[src/rtl/stream_word_packer.sv]
// stream_word_packer
//   Packs a framed byte stream (IN_BYTES bytes per beat, SOP/EOP framing, ready/valid) into
//   DATA_WIDTH-bit words, each with a control word carrying SOP/EOP/ERR flags, the valid byte
//   count and the packet sequence number.
//
// Ports
//   clk, rst               clock (rising edge), asynchronous active-low reset
//   in_data                beat bytes, first byte in the MSBs
//   in_valid, in_rdy       input handshake (in_rdy is combinational)
//   in_sop, in_eop         packet framing of the beat
//   in_nbytes              valid bytes on an EOP beat (0 or >IN_BYTES means IN_BYTES, flags ERR)
//   out_wr, out_rdy        output handshake; output register holds while out_wr & ~out_rdy
//   out_data               packed word, byte 0 at the MSBs, unused bytes zero
//   out_ctl                [0]SOP [1]EOP [2]ERR [15:8]bytes [31:16]seq, upper bits zero
//   pkt_count              completed packets, wraps
//   drop_cnt               beats dropped outside a packet, saturating
module stream_word_packer #(
  parameter int unsigned IN_BYTES   = 1,
  parameter int unsigned DATA_WIDTH = 480,
  parameter int unsigned CTRL_WIDTH = 32
) (
  input  logic                    clk,
  input  logic                    rst,
  input  logic [8*IN_BYTES-1:0]   in_data,
  input  logic                    in_valid,
  input  logic                    in_sop,
  input  logic                    in_eop,
  input  logic [7:0]              in_nbytes,
  output logic                    in_rdy,
  output logic                    out_wr,
  input  logic                    out_rdy,
  output logic [DATA_WIDTH-1:0]   out_data,
  output logic [CTRL_WIDTH-1:0]   out_ctl,
  output logic [15:0]             pkt_count,
  output logic [7:0]              drop_cnt
);

  localparam int unsigned WordBytes  = DATA_WIDTH / 8;
  localparam int unsigned InBits     = 8 * IN_BYTES;
  localparam logic [8:0]  WordBytesW = 9'(WordBytes);
  localparam logic [7:0]  InBytesW   = 8'(IN_BYTES);

  typedef enum logic [0:0] {StIdle, StInPkt} state_e;

  state_e                  state_q, state_d;
  logic [DATA_WIDTH-1:0]   acc_q, acc_d;
  logic [7:0]              cnt_q, cnt_d;
  logic                    first_q, first_d;
  logic [15:0]             seq_q, seq_d;
  logic [7:0]              drop_q, drop_d;
  logic                    out_wr_q, out_wr_d;
  logic [DATA_WIDTH-1:0]   out_data_q, out_data_d;
  logic [31:0]             out_ctl_q, out_ctl_d;
  logic                    pend_valid_q, pend_valid_d;
  logic [DATA_WIDTH-1:0]   pend_data_q, pend_data_d;
  logic [31:0]             pend_ctl_q, pend_ctl_d;

  logic                    nb_bad, beat_err;
  logic [7:0]              nb_eff, base_cnt;
  logic [InBits-1:0]       masked;
  logic [DATA_WIDTH-1:0]   top, base_acc, merged;
  logic [8:0]              sum_cnt;
  logic [15:0]             cur_seq;
  logic                    accept, out_free, start, abort, drop, close, base_first;
  logic [31:0]             abort_ctl, close_ctl;

  assign out_free = !out_wr_q || out_rdy;
  // A sop+closing beat arriving mid-packet yields two words in one cycle; the second waits in
  // the pending register and input is held off until it has moved to the output register.
  assign in_rdy   = out_free && !pend_valid_q;
  assign accept   = in_valid && in_rdy;

  // Beat datapath: effective byte count, masking and placement at the next free slot.
  always_comb begin
    nb_bad   = (in_nbytes == 8'd0) || (in_nbytes > InBytesW);
    nb_eff   = (in_eop && !nb_bad) ? in_nbytes : InBytesW;
    beat_err = in_eop && nb_bad;
    masked   = in_data;
    for (int i = 0; i < int'(IN_BYTES); i++) begin
      if (i >= int'(nb_eff)) masked[(int'(IN_BYTES) - 1 - i) * 8 +: 8] = 8'h00;
    end
    start      = accept && in_sop;
    abort      = start && (state_q == StInPkt);
    drop       = accept && !in_sop && (state_q == StIdle);
    base_cnt   = start ? 8'd0 : cnt_q;
    base_acc   = start ? '0 : acc_q;
    base_first = start ? 1'b1 : first_q;
    cur_seq    = abort ? seq_q + 16'd1 : seq_q;
    top        = '0;
    top[DATA_WIDTH-1 -: InBits] = masked;
    merged     = base_acc | (top >> {base_cnt, 3'b000});
    sum_cnt    = {1'b0, base_cnt} + {1'b0, nb_eff};
    close      = accept && !drop && (in_eop || (sum_cnt == WordBytesW));
    abort_ctl  = {seq_q, cnt_q, 5'b00000, 1'b1, 1'b1, first_q};
    close_ctl  = {cur_seq, sum_cnt[7:0], 5'b00000, beat_err, in_eop, base_first};
  end

  always_comb begin
    state_d      = state_q;
    acc_d        = acc_q;
    cnt_d        = cnt_q;
    first_d      = first_q;
    drop_d       = drop_q;
    out_wr_d     = out_wr_q && !out_rdy;
    out_data_d   = out_data_q;
    out_ctl_d    = out_ctl_q;
    pend_valid_d = pend_valid_q;
    pend_data_d  = pend_data_q;
    pend_ctl_d   = pend_ctl_q;
    // seq doubles as the completed-packet count: both step on every EOP word load
    seq_d        = seq_q + 16'(abort) + 16'(close && in_eop);

    if (pend_valid_q && out_free) begin
      out_wr_d     = 1'b1;
      out_data_d   = pend_data_q;
      out_ctl_d    = pend_ctl_q;
      pend_valid_d = 1'b0;
    end

    if (drop && (drop_q != 8'hFF)) drop_d = drop_q + 8'd1;

    if (accept && !drop) begin
      if (close) begin
        acc_d   = '0;
        cnt_d   = 8'd0;
        first_d = in_eop;
        state_d = in_eop ? StIdle : StInPkt;
      end else begin
        acc_d   = merged;
        cnt_d   = sum_cnt[7:0];
        first_d = base_first;
        state_d = StInPkt;
      end
    end

    // An accepted beat guarantees the output register is free on this edge.
    if (abort) begin
      out_wr_d   = 1'b1;
      out_data_d = acc_q;
      out_ctl_d  = abort_ctl;
      if (close) begin
        pend_valid_d = 1'b1;
        pend_data_d  = merged;
        pend_ctl_d   = close_ctl;
      end
    end else if (close) begin
      out_wr_d   = 1'b1;
      out_data_d = merged;
      out_ctl_d  = close_ctl;
    end
  end

  always_ff @(posedge clk or negedge rst) begin
    if (!rst) begin
      state_q      <= StIdle;
      acc_q        <= '0;
      cnt_q        <= 8'd0;
      first_q      <= 1'b0;
      seq_q        <= 16'd0;
      drop_q       <= 8'd0;
      out_wr_q     <= 1'b0;
      out_data_q   <= '0;
      out_ctl_q    <= 32'd0;
      pend_valid_q <= 1'b0;
      pend_data_q  <= '0;
      pend_ctl_q   <= 32'd0;
    end else begin
      state_q      <= state_d;
      acc_q        <= acc_d;
      cnt_q        <= cnt_d;
      first_q      <= first_d;
      seq_q        <= seq_d;
      drop_q       <= drop_d;
      out_wr_q     <= out_wr_d;
      out_data_q   <= out_data_d;
      out_ctl_q    <= out_ctl_d;
      pend_valid_q <= pend_valid_d;
      pend_data_q  <= pend_data_d;
      pend_ctl_q   <= pend_ctl_d;
    end
  end

  always_comb begin
    out_ctl       = '0;
    out_ctl[31:0] = out_ctl_q;
  end

  assign out_wr    = out_wr_q;
  assign out_data  = out_data_q;
  assign pkt_count = seq_q;
  assign drop_cnt  = drop_q;

endmodule

[config.mk]
export PLATFORM = sky130hd
export DESIGN_NAME = stream_word_packer
export DESIGN_NICKNAME = d
export VERILOG_FILES = /design/src/rtl/stream_word_packer.sv
export SDC_FILE = /design/constraint.sdc
export NUM_CORES = 2
export LEC_CHECK = 0
export BUFFER_PORTS_ARGS = -buffer_cell sky130_fd_sc_hd__buf_2
export CELL_PAD_IN_SITES_DETAIL_PLACEMENT = 0
export CELL_PAD_IN_SITES_GLOBAL_PLACEMENT = 1
export CORE_AREA = 2 2 414 375
export CTS_CLUSTER_DIAMETER = 100
export DETAILED_ROUTE_END_ITERATION = 8
export DIE_AREA = 0 0 416 377
export PLACE_DENSITY = 0.75
export RECOVER_POWER = 100
export SYNTH_ARGS = -nofsm -noshare
export SYNTH_HDL_FRONTEND = slang
export SYNTH_SLANG_ARGS = --single-unit
export TNS_END_PERCENT = 20
[constraint.sdc]
create_clock -name clk -period 5 [get_ports clk]
set_input_delay 0.75 -clock clk [delete_from_list [all_inputs] [get_ports clk]]
set_output_delay 0.75 -clock clk [all_outputs]
set_load 0.01 [all_outputs]
# [Word-level counts from Yosys, hierarchy flattened]
# Index checks and enable logic that the tools add are counted.
# Widths: inputs -> output; s select.
[classes] reduce_logical=26 bitwise_logic=2 order_cmp=2 muxes=23 n_shift=1 eq_ne=2 add_sub_neg=5
[ops] op="$mux 480" count=5
[ops] op="$or 480x480->480" count=1
[ops] op="$shr 480x11->480" count=1
[ops] op="$mux 32" count=3
[ops] op="$add 16x1->16" count=2
[ops] op="$mux 8" count=4
[ops] op="$add 16x1->16 const B" count=1
[ops] op="$mux 16" count=1
[ops] op="$logic_and 1x1->1" count=14
[ops] op="$mux 1" count=10
[ops] op="$add 8x8->9" count=1
[ops] op="$eq 9x6->1 const B" count=1
[ops] op="$add 8x1->8 const B" count=1
[ops] op="$ge 1x8->1 const A" count=1
[ops] op="$gt 8x1->1 const B" count=1
[ops] op="$logic_not 8->1" count=1
[ops] op="$ne 8x8->1 const B" count=1
[ops] op="$logic_not 1->1" count=6
[ops] op="$logic_or 1x1->1" count=3
[ops] op="$reduce_bool 3->1" count=1
[ops] op="$reduce_and 2->1" count=1
[ops] op="$not 1->1" count=1
[totals] output_inout_bits=538 register_bits=1535 input_bits=22 wordCells=73

# [Depth between registers and ports, before layout]
[logic_depth] ltp_word=12 ltp_mapped=21 depth_no_buf=13

# [Worst setup path before layout]
# Ideal clock, no wire load.
[synth_path] kind="in2reg" start="input port out_rdy" end="register out_data_q[456] (netlist: out_data[456])" t_required_ns=4.866 setup_slack_ns=-0.005 arrival_time_ns=4.871 n_path_buf=8 setup_ns=0.134 cell_stages=18 path_cell_list="nand2b_1 nand3_1 clkbuf_1 clkbuf_1 clkbuf_1 clkbuf_1 and2_1 ha_1 fa_1 nor4_1 nand3_1 or4_1 clkbuf_1 o211ai_2 buf_2 buf_2 buf_2 a31oi_1"
[synth_via] elab_chain_cells=11 word_cells_on_any_way=21 cone_classes="add/sub (1); eq/ne (1); shift (1); mux (4); bitwise (1); reduce/logical (13)"
[synth_lines] element="start, declared" line_no="31" text="input logic out_rdy,"
[synth_lines] element="$logic_or 1x1->1 (*)" line_no="67" text="assign out_free = !out_wr_q || out_rdy;"
[synth_lines] element="$logic_and 1x1->1 (*)" line_no="70" text="assign in_rdy = out_free && !pend_valid_q;"
[synth_lines] element="$logic_and 1x1->1 (*)" line_no="71" text="assign accept = in_valid && in_rdy;"
[synth_lines] element="$logic_and 1x1->1 (*)" line_no="82" text="start = accept && in_sop;"
[synth_lines] element="$mux 8 (*)" line_no="85" text="base_cnt = start ? 8'd0 : cnt_q;"
[synth_lines] element="$add 8x8->9 (*)" line_no="92" text="sum_cnt = {1'b0, base_cnt} + {1'b0, nb_eff};"
[synth_lines] element="via sum_cnt[1]" line_no="62" text="logic [8:0] sum_cnt;"
[synth_lines] element="$eq 9x6->1 (*)" line_no="93" text="close = accept && !drop && (in_eop || (sum_cnt == WordBytesW));"
[synth_lines] element="$logic_or 1x1->1 (*)" line_no="93"
[synth_lines] element="$logic_and 1x1->1 (*)" line_no="93"
[synth_lines] element="$mux 480" line_no="146" text="end else if (close) begin"
[synth_lines] element="$mux 480" line_no="137" text="if (abort) begin"
[synth_lines] element="end signal, assigned" line_no="175" text="out_data_q <= out_data_d;"
[synth_lines] element="end, declared" line_no="52" text="logic [DATA_WIDTH-1:0] out_data_q, out_data_d;"
# Mark *: on every way through the listed nets, which the timed path passes. The rest lies on a longest branch.
# A chain may end at the register's enable or synchronous reset.

# [Worst setup path in the final report]
[layout_path] start="register pend_valid_q" end="register out_data_q[443] (netlist: out_data[443])"
[layout_via] elab_chain_cells=11 word_cells_on_any_way=21 cone_classes="add/sub (1); eq/ne (1); shift (1); mux (4); bitwise (1); reduce/logical (13)"
[layout_lines] element="start, declared" line_no="54" text="logic pend_valid_q, pend_valid_d;"
[layout_lines] element="start signal, assigned" line_no="177" text="pend_valid_q <= pend_valid_d;"
[layout_lines] element="parallel branches: the longest is 11 deep, another holds $shr 480x11->480"
# Several ways; the timed one is not identified.

==> impl_metrics.py <==
metrics = {
    "synthesis": {
        "synth_ff_type": "dfrtp_1",
        "async_flop_share": 1.00,
        "ys_seq_elements": 1530,
        "synth_top_area_share": 0.550,
        "syn_area_per_cell_um2": 9.30,
        "yosys.area.top_type": "dfrtp_1",
        "synth_edf_count": 0,
        "synthDistinctLibCells": 62,
        "syn-cell-area_mm2": 0.0697,
        "synth_area_leaders": "dfrtp_1 55%, nand2_1 6.7%, o21ai_0 6.1%",
        "yosysSeqAreaShare": 0.550,
        "syn_inst": 7492,
        "ys_warn_count": 0,
    },
    "setup_path": {
        "reg2reg_depth": 14,
        "startpoint_type": "flop",
        "cp.arrival_ns": 5.41,
        "end_kind": "flop",
        "r2r_setup_slack_ns": 0.29,
        "path_class": "flop to flop",
        "cpPeakStageDelay_ns": 0.59,
        "path_cells": "nor2b_1, nand3_4, buf_4, and2_0, ha_1, a211oi_2, o211a_1, o211ai_1, nor4_4, a21oi_4, clkbuf_2, a211oi_1, clkbuf_1, a21oi_1",
        "r2r-end": "out_data[443]",
        "path_delay_family": "compound AO/OA/AOI/OAI gates",
        "critPathBufInv": 3,
        "cp.required_ns": 5.70,
        "timing.rr.start": "pend_valid_q",
        "cp_slowest_cell": "clkbuf_2",
        "cp_max_fo": 35,
    },
    "sta": {
        "finalSetupViolCount": 0,
        "finalCritPeriodShare": 0.942,
        "finalClockSkew_ns": 0.0279,
        "slew_headroom": -1.71,
        "min_period_ns": 4.71,
        "setup_slack_ns": 0.291,
        "timing.setup.tns_ns": 0,
        "finalMaxSlewViolations": 122,
        "finalHoldViolations": 0,
        "fmax_mhz": 212,
        "grt_setup_unrepaired": "no",
        "worstMarginPinSlew_ns": 4.07,
    },
    "routing": {
        "vias": 59700,
        "routedWlPerCell_um": 24.7,
        "drt_iter0_markers": 5861,
        "ant_nets": 0,
        "wl_um": 246000,
        "drc": 0,
        "drt_pass1_iterations": 6,
        "vias_per_cell": 5.99,
    },
    "power": {
        "p_per_area_mw_per_mm2": 487,
        "p_leak_uw": 0.0338,
        "peakVddDrop_mv": 0.325,
    },
    "global_route": {
        "grt_pass1_vias": 56800,
        "grt_pass1_wl_um": 371000,
        "grt_usage": 0.307,
        "grt_max_degree": 174,
        "antenna_found_initial": 12,
        "grt_overflow": 0,
    },
    "floorplanning": {
        "die_w_um": 416,
        "core_area_mm2": 0.152,
        "ios": 560,
        "dieArea_mm2": 0.157,
        "initial_core_util": 0.457,
        "num_rows": 136,
        "fp.dieH_um": 377,
    },
    "placed_design": {
        "place_ws_ns": 0.0120,
        "gp_congestion": 0.892,
        "io_buffers": 554,
        "dp_hpwl_um": 151000,
        "dpl.cell_count": 9655,
    },
    "clock_tree": {
        "cts_tree": "built",
        "insertion_delay_ns": 0.83,
        "clock-sinks": 1530,
        "ctsHtreeMaxLevel": 4,
        "cts_buffers": 166,
        "root_buffer": "clkbuf_16",
        "cts_buffer_depth": 3,
        "post-cts-setup-buffers": 0,
        "clk_pin_slew_ns": 0.06,
    },
    "cells_and_area": {
        "layout_commonest_cell": "dfrtp_1",
        "nNetsFinal": 7858,
        "final_core_util": 0.528,
        "fillerInstances": 14100,
        "multi_input_area_mm2": 0.0287,
        "ff_latch_area_mm2": 0.0383,
        "final_cells": 9969,
        "drive_gt1_frac": 0.0805,
        "syn2layout_area_growth_pct": 15.4,
        "final_cell_mix": "1530 x dfrtp_1, 1248 x nand2_1, 864 x o21ai_0",
    },
    "hold_path": {
        "worstHoldEndpoint": "pend_ctl_q[2]",
        "hp-start": "in_eop",
        "min_path_type": "primary input to flop",
        "whs_path_depth": 3,
    },
    "flow_run": {
        "max-cap-violations": 1,
    },
    "outcome": {
        "violations": "capacitance limit, slew limit",
        "status": "complete, but fails checks",
    },
}
-- state kept, by name, summed over array words and instances, names as in the netlist --
name,cells
first_q,1
pend_valid_q,1
drop_cnt,8
pend_ctl_q,27
pend_data_q,480
out_wr,1
pkt_count,16
out_ctl,27
acc_q,480
out_data,480
cnt_q,8
state_q,1
-- metal layers --
layer  track usage  wire (um)
met3        0.0451      15200
met1         0.425     105000
met4         0.152      12800
met2         0.475     113000
met5             0         19
-- worst min-delay path: cells and delay by family --
kind,cells,cell delay (ns)
AND/OR/NAND/NOR,1,0.08
buffers and inverters,1,0.18
AO/OA/AOI/OAI,1,0.07
-- final cells by class --
class / count / share of cell area
Multi-Input combinational cell: 5261 / 0.357
Sequential cell: 1530 / 0.476
Clock buffer: 235 / 0.0608
Clock inverter: 73 / 0.0115
Antenna cell: 5 / 0.000156
Timing Repair Buffer: 857 / 0.0631
Inverter: 7 / 0.000405
Tap cell: 2001 / 0.0311
-- metrics by stage --
| step | area [um^2] | hold slack, ns | total power (uW) |
|---|---|---|---|
| finish | 80400 | 0.297 | 39200 |
| floorplan | 69700 | 0.435 | 21100 |
| CTS | 81300 | 0.0249 | 39900 |
| global placement | 75500 | 0.455 | 26700 |
| global route | 80400 | 0.288 | 40900 |
| detailed placement | 75500 | 0.456 | 26800 |
-- what timing repair did --
action,CTS,global route
hold endpoints to repair,0,10
hold buffers,0,1
resized for setup,0,0
-- worst max path at each step --
stage | startpoint | to | cells past startpoint
floorplan | out_rdy | out_data[456] | 18
global placement | in_valid | out_data[450] | 16
detailed placement | in_valid | out_data[6] | 16
CTS | pend_valid_q | out_data[6] | 15
global route | pend_valid_q | out_data[51] | 15
finish | pend_valid_q | out_data[443] | 14
-- cells in the mapped netlist, drive strengths merged, types with 3 or more instances --
| cell | n |
|---|---|
| a21oi | 297 |
| a221oi | 149 |
| inv | 7 |
| o32ai | 4 |
| a22oi | 190 |
| o221ai | 3 |
| nor3 | 231 |
| nand4 | 12 |
| a211oi | 212 |
| mux2i | 14 |
| and2 | 490 |
| mux2 | 22 |
| xnor2 | 19 |
| clkbuf | 508 |
| nand3 | 39 |
| a32o | 8 |
| or3 | 15 |
| and3 | 167 |
| ha | 11 |
| nor4 | 4 |
| nor2 | 565 |
| a22o | 131 |
| a211o | 19 |
| nand2b | 9 |
| o31ai | 113 |
| nand2 | 1250 |
| o21ai | 883 |
| a21o | 6 |
| o211ai | 3 |
| xor2 | 19 |
| a31oi | 297 |
| nor2b | 9 |
| dfrtp | 1530 |
| buf | 198 |
| o22a | 32 |
-- report_power, final --
group          internal [uW]  switching [uW]  total [uW]
registers              14400            1820       16300
logic                   2820            7020        9830
clock network           7680            5410       13100
-- cells by family after synthesis --
logic type               count (synthesis)  share of synthesized area
AO/OA/AOI/OAI                         2361                      0.214
XOR/XNOR                                38                    0.00478
adder cells (fa/ha/maj)                 13                    0.00255
buffers and inverters                  713                     0.0417
flip-flops                            1530                      0.550
multiplexers                            36                    0.00557
other                                    2                   0.000108
AND/OR/NAND/NOR                       2799                      0.182
Power figures use the tool's default switching activity.
